[config.mk]
export PLATFORM = sky130hd
export DESIGN_NAME = mem_arbiter_n
export DESIGN_NICKNAME = d
export VERILOG_FILES = /design/src/rtl/mem_arbiter_n.sv
export SDC_FILE = /design/constraint.sdc
export NUM_CORES = 1
export LEC_CHECK = 0
export CAP_MARGIN = 10
export CELL_PAD_IN_SITES_DETAIL_PLACEMENT = 1
export CELL_PAD_IN_SITES_GLOBAL_PLACEMENT = 2
export CORE_AREA = 2 2 226 228
export CTS_CLUSTER_DIAMETER = 30
export DETAILED_ROUTE_END_ITERATION = 8
export DIE_AREA = 0 0 228 230
export MAX_ROUTING_LAYER = met4
export PLACE_DENSITY = 0.77
export SLEW_MARGIN = 15
export SYNTH_ARGS = -nofsm -noshare
export SYNTH_HDL_FRONTEND = slang
export SYNTH_SLANG_ARGS = --single-unit
[constraint.sdc]
create_clock -name clk -period 5.9 [get_ports clk]
set_clock_uncertainty 0.05 [all_clocks]
set_input_delay 0.59 -clock clk [delete_from_list [all_inputs] [get_ports clk]]
set_output_delay 0.59 -clock clk [all_outputs]
set_load 0.02 [all_outputs]
[src/rtl/mem_arbiter_n.sv]
// mem_arbiter_n: N-port round-robin memory arbiter with grant lock, read credits, ID-routed responses; MEM_ARB_PERF_EN adds grant counters
module mem_arbiter_n #(
   parameter int NUM_PORTS = 4,
   parameter int ID_W = $clog2(NUM_PORTS),
   parameter int RLEN_W = 5,
   parameter int MAX_RD_WORDS = 32,
   parameter logic [15:0] WRITE_MASK = 16'h1
) (
   input  logic                        clk,
   input  logic                        rst,
   input  logic [NUM_PORTS-1:0]        p_request,
   input  logic [NUM_PORTS*30-1:0]     p_addr,
   input  logic [NUM_PORTS*RLEN_W-1:0] p_rlen,
   input  logic [NUM_PORTS-1:0]        p_rnw,
   input  logic [NUM_PORTS-1:0]        p_rmw,
   input  logic [NUM_PORTS*4-1:0]      p_wbe,
   input  logic [NUM_PORTS*32-1:0]     p_wdata,
   output logic [NUM_PORTS-1:0]        p_ack,
   output logic [NUM_PORTS-1:0]        p_rvalid,
   output logic [31:0]                 p_rdata,
   output logic                        mem_request,
   input  logic                        mem_ack,
   output logic [29:0]                 mem_addr,
   output logic [RLEN_W-1:0]           mem_rlen,
   output logic                        mem_rnw,
   output logic                        mem_rmw,
   output logic [3:0]                  mem_wbe,
   output logic [31:0]                 mem_wdata,
   output logic [ID_W-1:0]             mem_id,
   input  logic                        mem_rvalid,
   input  logic [ID_W-1:0]             mem_rid,
   input  logic [31:0]                 mem_rdata,
   output logic                        rd_err,
   output logic [NUM_PORTS*32-1:0]     perf_grants
);
   localparam int CW = $clog2(MAX_RD_WORDS + 1);
   logic [29:0]          addr_a  [NUM_PORTS];
   logic [RLEN_W-1:0]    rlen_a  [NUM_PORTS];
   logic [3:0]           wbe_a   [NUM_PORTS];
   logic [31:0]          wdata_a [NUM_PORTS];
   logic [CW-1:0]        cnt     [NUM_PORTS];
   logic [NUM_PORTS-1:0] rnw_e, rmw_e, elig, zero_hit;
   logic [ID_W-1:0]      ptr, lock_id, pick, grant;
   logic                 locked, found, accept, err_set;
   for (genvar i = 0; i < NUM_PORTS; i++) begin : g_port
      logic take, beat;
      assign addr_a[i]   = p_addr[30*i +: 30];
      assign rlen_a[i]   = p_rlen[RLEN_W*i +: RLEN_W];
      assign wbe_a[i]    = p_wbe[4*i +: 4];
      assign wdata_a[i]  = p_wdata[32*i +: 32];
      assign rnw_e[i]    = p_rnw[i] | ~WRITE_MASK[i];
      assign rmw_e[i]    = p_rmw[i] & WRITE_MASK[i];
      assign elig[i]     = p_request[i] & (~(rnw_e[i] | rmw_e[i]) |
                           ({1'b0, cnt[i]} + (CW+1)'(rlen_a[i]) + (CW+1)'(1) <= (CW+1)'(MAX_RD_WORDS)));
      assign p_rvalid[i] = mem_rvalid & (mem_rid == ID_W'(i));
      assign zero_hit[i] = p_rvalid[i] & (cnt[i] == '0);
      assign take        = accept & (grant == ID_W'(i)) & (rnw_e[i] | rmw_e[i]);
      assign beat        = p_rvalid[i] & (cnt[i] != '0);
      // read words in flight: add the burst on accept, retire one per returned beat, never below zero
      always_ff @(posedge clk or posedge rst)
         if (rst) cnt[i] <= '0;
         else cnt[i] <= cnt[i] + (take ? CW'(rlen_a[i]) + CW'(1) : '0) - CW'(beat);
   end
   // first eligible port after the last grantee, wrapping
   always_comb begin
      pick = ptr;
      found = 1'b0;
      for (int k = 1; k <= NUM_PORTS; k++)
         if (!found && elig[(int'(ptr) + k) % NUM_PORTS]) begin
            found = 1'b1;
            pick = ID_W'((int'(ptr) + k) % NUM_PORTS);
         end
   end
   assign grant       = locked ? lock_id : pick;
   assign mem_request = found | locked;
   assign accept      = mem_request & mem_ack;
   assign p_ack       = accept ? NUM_PORTS'(1) << grant : '0;
   assign mem_id      = grant;
   assign mem_addr    = addr_a[grant];
   assign mem_rlen    = rlen_a[grant];
   assign mem_rnw     = rnw_e[grant];
   assign mem_rmw     = rmw_e[grant];
   assign mem_wbe     = wbe_a[grant];
   assign mem_wdata   = wdata_a[grant];
   assign p_rdata     = mem_rdata;
   assign err_set     = mem_rvalid & (~|p_rvalid | |zero_hit);
   // pointer follows each accepted grant; an unaccepted request pins the grantee until memory takes it
   always_ff @(posedge clk or posedge rst)
      if (rst) begin
         ptr <= ID_W'(NUM_PORTS - 1);
         locked <= 1'b0;
         lock_id <= '0;
      end else if (accept) begin
         ptr <= grant;
         locked <= 1'b0;
      end else if (mem_request) begin
         locked <= 1'b1;
         lock_id <= grant;
      end
   // sticky flag for beats with an unknown ID or no words outstanding
   always_ff @(posedge clk or posedge rst)
      if (rst) rd_err <= 1'b0;
      else if (err_set) rd_err <= 1'b1;
`ifdef MEM_ARB_PERF_EN
   for (genvar i = 0; i < NUM_PORTS; i++) begin : g_perf
      logic [31:0] n;
      // accepted grants per port, wrapping
      always_ff @(posedge clk or posedge rst)
         if (rst) n <= '0;
         else if (accept && grant == ID_W'(i)) n <= n + 32'd1;
      assign perf_grants[32*i +: 32] = n;
   end
`else
   assign perf_grants = '0;
`endif
endmodule

==> impl_metrics.json, run 1 <==
{
  "status": "complete, no violations",
  "vias": 7398,
  "yosysSeqAreaShare_pct": 10.7,
  "grt_pass1_wl_um": 47900,
  "track_usage_pct": 12.1,
  "synth_cells": 912,
  "grt_overflow": 0,
  "die_area_mm2": 0.0524,
  "startpoint_type": "input port",
  "rsz0062_at_grt": "false",
  "drv_cap": 0,
  "cts.clk_slew.worst_paths_ns": 0.06,
  "die_w_um": 228,
  "ys_types": 63,
  "cts_tree": "done",
  "syn_to_final_growth_pct": 61.4,
  "ir_drop_mv": 0.335,
  "worst_slew_pin_slew_ns": 0.636,
  "io_buffers": 380,
  "synth-seq-cells": 30,
  "ys.flop_type": "dfrtp_1",
  "crit_arrival_ns": 4.97,
  "cts-root-buf": "clkbuf_16",
  "hold_class": "register to register",
  "slew_viol_final": 0,
  "post_cts_buffers": 0,
  "multiInputGateArea_mm2": 0.00512,
  "cts_sinks": 30,
  "place_congestion": 0.922,
  "relSlewSlack_pct": 57.6,
  "place.detailed.hpwl_um": 29000,
  "first_pass_iters": 4,
  "fmax_mhz": 178,
  "period_minus_slack_ns": 5.61,
  "grt_pass1_vias": 7657,
  "fillers": 6070,
  "clockBufferDepth": 2,
  "grt_max_degree": 67,
  "antenna_found_initial": 14,
  "clock_latency_ns": 0.28,
  "syn_avg_cell_area_um2": 7.74,
  "core_mm2": 0.0499,
  "async_flop_share_pct": 100,
  "critPathCaptureType": "output port",
  "syn_area_mm2": 0.00706,
  "layout.cells.most_common_list": "clkdlybuf4s50_1 (379), conb_1 (128), a21oi_1 (93)",
  "power_density_mw_per_mm2": 686,
  "power.leakage_nw": 4.77,
  "fin_nets": 1662,
  "die_y_um": 230,
  "cts_inserted_buffers": 5,
  "viasPerCell": 3.80,
  "antenna_left": 0,
  "pre_cts_slack_ns": -0.0709,
  "ys_warn_count": 0,
  "routed_wl_um": 33100,
  "whs_path_depth": 1,
  "io_pins": 579,
  "wl_per_cell_um": 17.0,
  "drive_above_1_share_pct": 5.71,
  "critical_path_class": "input port to output port",
  "rr_worst_depth": 20,
  "initial_core_util_pct": 14.1,
  "cp.required_ns": 5.26,
  "rows": 82,
  "setup_ws_ns": 0.291,
  "hold_violations": 0,
  "drcViolationCount": 0,
  "htreeDepth": 2,
  "drtIter0Drc": 227,
  "finalSetupViolCount": 0,
  "path_max_fanout": 11,
  "ctsHoldBuffers": 0,
  "synth_edf_count": 0,
  "place_inst": 1925,
  "stdcell_count": 1945,
  "period_share_pct": 95.1,
  "ff_latch_area_um2": 753,
  "final_common_cell": "clkdlybuf4s50_1"
}
power by group:
part,internal [W],total [W],switching [W],leakage (nW)
Sequential,0.000349,0.000463,0.000114,0.349
Combinational,0.00311,0.00700,0.00389,4.33
Clock,0.000254,0.000355,0.000101,0.0971
Total,0.00371,0.00781,0.00410,4.77
flip-flops by register name, summed over array words and instances (netlist names):
| signal | count |
|---|---|
| locked | 1 |
| rd_err | 1 |
| ptr | 2 |
| lock_id | 2 |
| cnt | 24 |
final timing paths:
kind                                        start                endpoint  slack [ns]
max in group asynchronous                     rst      ptr[1]$_DFFE_PP1P_        4.79
max                                     p_rlen[5]              mem_wbe[0]        0.29
min reg2reg                lock_id[1]$_DFFE_PP0P_  lock_id[1]$_DFFE_PP0P_        0.46
min in group asynchronous                     rst       cnt[15]$_DFF_PP0_        0.66
min                        lock_id[1]$_DFFE_PP0P_  lock_id[1]$_DFFE_PP0P_        0.46
max reg2reg                     cnt[14]$_DFF_PP0_       cnt[23]$_DFF_PP0_        0.87
per-layer routing:
| layer | global-route usage, % | vias up | wire length, µm |
|---|---|---|---|
| met5 | - | - | 0 |
| met4 | 3.39 | 0 | 1260 |
| met3 | 2.43 | 45 | 1960 |
| met2 | 23.0 | 291 | 17300 |
| met1 | 12.7 | 3452 | 12600 |
| li1 | - | 3610 | - |
repair_timing:
| item | in CTS | in global routing |
|---|---|---|
| gates resized for setup | 0 | 4 |
| setup endpoints to repair | 0 | 15 |
| hold endpoints to repair | 0 | 0 |
cell families (layout without fill, tap and decap cells):
family / after synthesis / after routing / synth area share (%)
buffers and inverters: 281 / 503 / 24.1
AO/OA/AOI/OAI: 215 / 215 / 19.6
adder cells (fa/ha/maj): 68 / 68 / 12.5
other: 1 / 140 / 0.0531
flip-flops: 30 / 30 / 10.7
AND/OR/NAND/NOR: 203 / 203 / 17.6
XOR/XNOR: 41 / 41 / 5.09
multiplexers: 73 / 73 / 10.4
worst max-delay path, cell delays in order:
cell             delay, ns
clkdlybuf4s50_1       0.56
inv_1                 0.09
ha_1                  0.22
nor2b_2               0.16
xnor2_1               0.19
or4b_1                0.54
o311a_1               0.18
or3_1                 0.43
a211oi_1              0.24
a211o_1               0.18
o21ai_4               0.09
buf_4                 0.23
buf_4                 0.20
a211oi_1              0.28
buf_4                 0.17
a21oi_1               0.04
clkdlybuf4s50_1       0.57
synthesized netlist by cell type, drive strengths merged, types with 10 or more instances:
master,instances,area (µm²)
nand3,16,80.1
nor3,11,71.3
mux2i,71,711
o21ai,12,60.1
nor2,20,75.1
dfrtp,28,701
nor2b,79,497
nand2,30,113
ha,64,801
xnor2,34,298
nor4,10,77.6
inv,76,285
clkbuf,18,67.6
a211oi,75,563
a21oi,93,465
buf,187,1350
through the flow:
stage	util [%]	area, µm²	power, W	hold WS [ns]	setup TNS, ns
2_1_floorplan	-	7530	0.00484	0.430	0
3_3_place_gp	22.3	11100	0.00734	0.446	0
3_5_place_dp	22.3	11100	0.00750	0.453	-0.134
4_1_cts	22.7	11300	0.00789	0.466	0
5_1_grt	22.8	11400	0.00842	0.494	0
6_report	22.8	11400	0.00781	0.461	0
layout make-up:
type	count	area share, %
sequential	30	6.61
antenna	12	0.264
inverter	76	2.51
multi-input combinational	728	45.0
timing repair buffer	419	36.5
clock inverter	2	0.527
tap	672	7.38
clock buffer	6	1.22
Power figures use the tool's default switching activity.
==> run 2, diff against run 1 <==
--- a/config.mk
+++ b/config.mk
@@ -5,7 +5,6 @@
 export SDC_FILE = /design/constraint.sdc
 export NUM_CORES = 1
 export LEC_CHECK = 0
-export CAP_MARGIN = 10
 export CELL_PAD_IN_SITES_DETAIL_PLACEMENT = 1
 export CELL_PAD_IN_SITES_GLOBAL_PLACEMENT = 2
 export CORE_AREA = 2 2 226 228
==> results of run 2 <==
No change in the layout: final DEF, timing and power equal those of run 1.
